==> src/rtl/contador_ms_bcd.sv <==
// rtl/contador_ms_bcd.sv - millisecond stopwatch core, four BCD digits with run/pause/clear
//
// Purpose: counts rising edges of the 1 ms tick from the frequency divider as
// a four-digit BCD value (0000-9999), saturating at MAX_BCD.
//
// Ports:
//   CLK         in   system clock (shared with the divider)
//   RESET       in   asynchronous active-low reset
//   TICK_MS     in   1 ms square wave; each rising edge is one millisecond
//   START_STOP  in   debounced button level; each rising edge toggles run/pause
//   CLEAR       in   synchronous level-sensitive clear, active-high
//   DIG0..DIG3  out  BCD units / tens / hundreds / thousands of ms
//   RUNNING     out  high while counting
//   OVF         out  high while saturated at MAX_BCD
module contador_ms_bcd #(
  parameter logic [15:0] MAX_BCD = 16'h9999
) (
  input  logic       CLK,
  input  logic       RESET,
  input  logic       TICK_MS,
  input  logic       START_STOP,
  input  logic       CLEAR,
  output logic [3:0] DIG0,
  output logic [3:0] DIG1,
  output logic [3:0] DIG2,
  output logic [3:0] DIG3,
  output logic       RUNNING,
  output logic       OVF
);

  localparam logic [1:0] S_IDLE  = 2'd0;
  localparam logic [1:0] S_RUN   = 2'd1;
  localparam logic [1:0] S_PAUSE = 2'd2;
  localparam logic [1:0] S_FULL  = 2'd3;

  logic [1:0] r_state;
  logic       r_tick_q;
  logic       r_ss_q;
  logic [3:0] r_dig0;
  logic [3:0] r_dig1;
  logic [3:0] r_dig2;
  logic [3:0] r_dig3;

  logic       w_tick;
  logic       w_press;
  logic       w_at_max;
  logic       w_c0;
  logic       w_c1;
  logic       w_c2;
  logic [3:0] w_n0;
  logic [3:0] w_n1;
  logic [3:0] w_n2;
  logic [3:0] w_n3;

  assign w_tick   = TICK_MS & ~r_tick_q;
  assign w_press  = START_STOP & ~r_ss_q;
  assign w_at_max = ({r_dig3, r_dig2, r_dig1, r_dig0} == MAX_BCD);

  // Ripple BCD increment; the top digit never needs a carry-out because the
  // increment is suppressed once the count reaches MAX_BCD.
  assign w_c0 = (r_dig0 == 4'd9);
  assign w_c1 = w_c0 & (r_dig1 == 4'd9);
  assign w_c2 = w_c1 & (r_dig2 == 4'd9);
  assign w_n0 = w_c0 ? 4'd0 : r_dig0 + 4'd1;
  assign w_n1 = w_c0 ? ((r_dig1 == 4'd9) ? 4'd0 : r_dig1 + 4'd1) : r_dig1;
  assign w_n2 = w_c1 ? ((r_dig2 == 4'd9) ? 4'd0 : r_dig2 + 4'd1) : r_dig2;
  assign w_n3 = w_c2 ? ((r_dig3 == 4'd9) ? 4'd0 : r_dig3 + 4'd1) : r_dig3;

  always_ff @(posedge CLK or negedge RESET) begin
    if (!RESET) begin
      r_state  <= S_IDLE;
      r_tick_q <= 1'b0;
      // Reset high so a button held through reset release is not a press.
      r_ss_q   <= 1'b1;
      r_dig0   <= 4'd0;
      r_dig1   <= 4'd0;
      r_dig2   <= 4'd0;
      r_dig3   <= 4'd0;
    end else begin
      r_tick_q <= TICK_MS;
      r_ss_q   <= START_STOP;
      if (CLEAR) begin
        r_state <= S_IDLE;
        r_dig0  <= 4'd0;
        r_dig1  <= 4'd0;
        r_dig2  <= 4'd0;
        r_dig3  <= 4'd0;
      end else begin
        case (r_state)
          S_IDLE: begin
            if (w_press) r_state <= S_RUN;
          end
          S_RUN: begin
            if (w_tick && !w_at_max) begin
              r_dig0 <= w_n0;
              r_dig1 <= w_n1;
              r_dig2 <= w_n2;
              r_dig3 <= w_n3;
            end
            // Saturation wins over a coincident press: FULL only exits on clear.
            if (w_tick && w_at_max) r_state <= S_FULL;
            else if (w_press)       r_state <= S_PAUSE;
          end
          S_PAUSE: begin
            if (w_press) r_state <= S_RUN;
          end
          default: begin
            r_state <= S_FULL;
          end
        endcase
      end
    end
  end

  assign DIG0    = r_dig0;
  assign DIG1    = r_dig1;
  assign DIG2    = r_dig2;
  assign DIG3    = r_dig3;
  assign RUNNING = (r_state == S_RUN);
  assign OVF     = (r_state == S_FULL);

endmodule

==> config.mk <==
export PLATFORM = sky130hd
export DESIGN_NAME = contador_ms_bcd
export DESIGN_NICKNAME = d
export VERILOG_FILES = /design/src/rtl/contador_ms_bcd.sv
export SDC_FILE = /design/constraint.sdc
export NUM_CORES = 1
export LEC_CHECK = 0
export BUFFER_PORTS_ARGS = -buffer_cell sky130_fd_sc_hd__clkbuf_2
export CORE_MARGIN = 3
export CORE_UTILIZATION = 57
export DETAILED_ROUTE_END_ITERATION = 12
export HOLD_SLACK_MARGIN = 0.12
export PLACE_DENSITY = 0.82
export RECOVER_POWER = 25
export SETUP_SLACK_MARGIN = 0.1
export SLEW_MARGIN = 20
export SYNTH_ARGS = -nofsm -noshare
export SYNTH_HDL_FRONTEND = slang
export SYNTH_SLANG_ARGS = --single-unit
==> constraint.sdc <==
create_clock -name CLK -period 3.15 [get_ports CLK]
set_input_delay 0.4725 -clock CLK [delete_from_list [all_inputs] [get_ports CLK]]
set_output_delay 0.4725 -clock CLK [all_outputs]
set_load 0.01 [all_outputs]
==> qor.yml <==
sta:
  finalClockSkew_ps: 3.113
  min_period_over_period_pct: 59.57
  rsz0062_at_grt: "no"
  max_freq_mhz: 532.9
  setup_tns_ps: 0
  setup_ws_ps: 1273
  slew_viol_final: 0
  relSlewSlack_pct: 32.74
  min_period_ps: 1877
  hold_viol_final: 0
  setup_viol: 0
  tightest_slew_ps: 1009
finish:
  design_area_sq_mm: 0.001315
  mostFrequentLayoutCells: "20 x clkbuf_2, 19 x dfrtp_1, 12 x a21oi_1, 11 x nor2_1"
  multi_input_area_sq_um: 619.3
  n_fill_cell: 143
  stdcell_count: 167
  area_growth_pct: 12.53
  seq_area_sq_um: 501.7
  diodes: 0
  layout-drive-gt1-share_pct: 19.72
  mostFrequentLayoutCell: "clkbuf_2"
  final_nets: 156
logic_synthesis:
  synth_nets: 134
  ys_types: 36
  yosysWarnings: 0
  synthesis.instances: 121
  synthArstFlopShare_pct: 100.0
  syn_avg_cell_area_sq_um: 9.658
  ys.flop_type: "dfrtp_1"
  ys_seq_area_share_pct: 42.93
  synth_area_sq_mm: 0.001169
  ys_seq_elements: 20
  synth_edf_count: 0
routing:
  vias_per_cell: 5.850
  vias: 977
  wl_mm: 2.272
  ant_nets: 0
  dr.pass1.iters: 4
  avgRoutedWirePerCell_um: 13.60
  drt-initial-drc-count: 25
  drc_errors: 0
clock_network:
  cts_made_buffers: 3
  clock-sinks: 20
  cts_tree: "yes"
  ctsHoldBuffers: 0
  cts_resized: 0
  clk-insertion-delay-late_ps: 300
  cts-root-buf: "clkbuf_4"
  post_cts_buffers: 0
  htree_levels: 1
  clkTransAtPathRegs_ps: 110
  clockBufferDepth: 2
power:
  vdd_drop_max_mv: 0.3276
  power_uw: 440.0
  power_leakage_nw: 0.5979
  p_per_area_mw_per_mm2: 334.6
critical_path:
  critical-path-slowest-cell: "dfrtp_1"
  start_kind: "flip-flop"
  critPathMaxFanout: 9
  critical_path_class: "flip-flop to flip-flop"
  cp-startpoint: "DIG0[1]$_DFFE_PN0P_"
  path_cells: "inv_1, ha_1, and3b_1, nand4_4, or4_1, a21oi_1"
  cp.arrival_ps: 2110
  rr_startpoint: "DIG0[1]$_DFFE_PN0P_"
  crit_buf_inv: 1
  required_ps: 3380
  cp_top_family: "simple AND/OR/NAND/NOR gates"
  cpPeakStageDelay_ps: 440
  endpoint_kind: "flip-flop"
floorplan:
  die_h_um: 51.28
  core_sq_mm: 0.001821
  io_pins: 23
  die_w_um: 51.28
  num_rows: 15
  die_area_sq_mm: 0.002630
  initial_core_util_pct: 64.19
status:
  status: "finished clean"
placed_design:
  dp_cells: 163
  globalplace.congestion: 0.8027
  pre_cts_ws_ps: 1291
  hpwl_mm: 1.656
  postPlaceCellArea_sq_mm: 0.001281
  numPortBuffers: 22
global_route:
  grt_overflow: 0
  grt_pass1_vias: 898
  grt_start_max_net_pins: 21
  grt_usage_pct: 20.19
  grt_pass1_wl_mm: 4.050
  antenna_found_initial: 0
run:
  maxCapViolCount: 0
worst_hold_path:
  hp-class: "input port to flip-flop"
  min_from: "START_STOP"
[Yosys cell counts (all sizes together) (4+ instances only)]
library cell  instances  area share, %
a21oi                12            5.1
inv                   5            1.6
ha                    8            8.6
or3                   8            4.3
dfrtp                19             41
nand2                 7            2.2
nand3                 6            2.6
buf                   4            2.1
nand3b                5            3.2
o21ai                 6            2.6
nor2                 11            3.5
[cell type report]
type / count / area share (%)
multi-input combinational: 91 / 47.10
sequential: 20 / 38.15
tap: 25 / 2.379
inverter: 5 / 1.427
timing repair buffer: 22 / 8.183
clock buffer: 4 / 2.759
[cells by family (layout without fill, tap and decap cells)]
group / after synthesis / after routing / share of synthesized area [%]
AOI/OAI and AO/OA: 25 / 25 / 13.81
muxes: 1 / 1 / 0.8566
DFF: 20 / 20 / 42.93
xor gates and xnor gates: 2 / 2 / 1.499
adders and majority gates: 8 / 8 / 8.566
buffers and inverters: 10 / 31 / 4.068
and+or+nand+nor: 55 / 55 / 28.27
[layer usage]
| metal | GRT usage (%) | share of wire, % |
|---|---|---|
| met5 | 0 | 0 |
| met4 | 7.860 | 1.3 |
| met3 | 2.624 | 5.5 |
| met2 | 33.48 | 49 |
| met1 | 26.67 | 45 |
[path summary, 6_finish.rpt]
| kind | endpoint | slack, ps | cells after the start |
|---|---|---|---|
| hold / removal | r_ss_q$_DFF_PN1_ | 260 | 1 |
| max in group asynchronous | r_tick_q$_DFF_PN0_ | 2240 | 1 |
| min in group asynchronous | DIG2[1]$_DFFE_PN0P_ | 310 | 1 |
| setup / recovery | DIG3[2]$_DFFE_PN0P_ | 1270 | 6 |
| setup reg to reg | DIG3[2]$_DFFE_PN0P_ | 1270 | 6 |
| hold reg to reg | DIG1[2]$_DFFE_PN0P_ | 590 | 2 |
[flip-flops by register name (all words and copies together) (netlist names)]
| register | count |
|---|---|
| r_state | 2 |
| DIG1 | 4 |
| r_tick_q | 1 |
| DIG2 | 4 |
| r_ss_q | 1 |
| DIG3 | 4 |
| DIG0 | 4 |
[stage by stage]
stage	utilization, %	hold slack, ps
final	72.23	256.3
after global routing	72.23	240.1
after CTS	72.37	122.3
after detailed placement	70.38	457.7
after global placement	70.38	457.2
after floorplan	-	176.9
[power breakdown]
| group | total (mW) | leakage (nW) | switching [mW] | internal, mW |
|---|---|---|---|---|
| sequential | 0.266 | 0.272 | 0.00444 | 0.261 |
| combinational | 0.0262 | 0.305 | 0.0175 | 0.00877 |
| clock | 0.148 | 0.0210 | 0.0776 | 0.0705 |
| total | 0.440 | 0.598 | 0.0995 | 0.340 |
No activity file was read; power rests on OpenSTA's default activity.
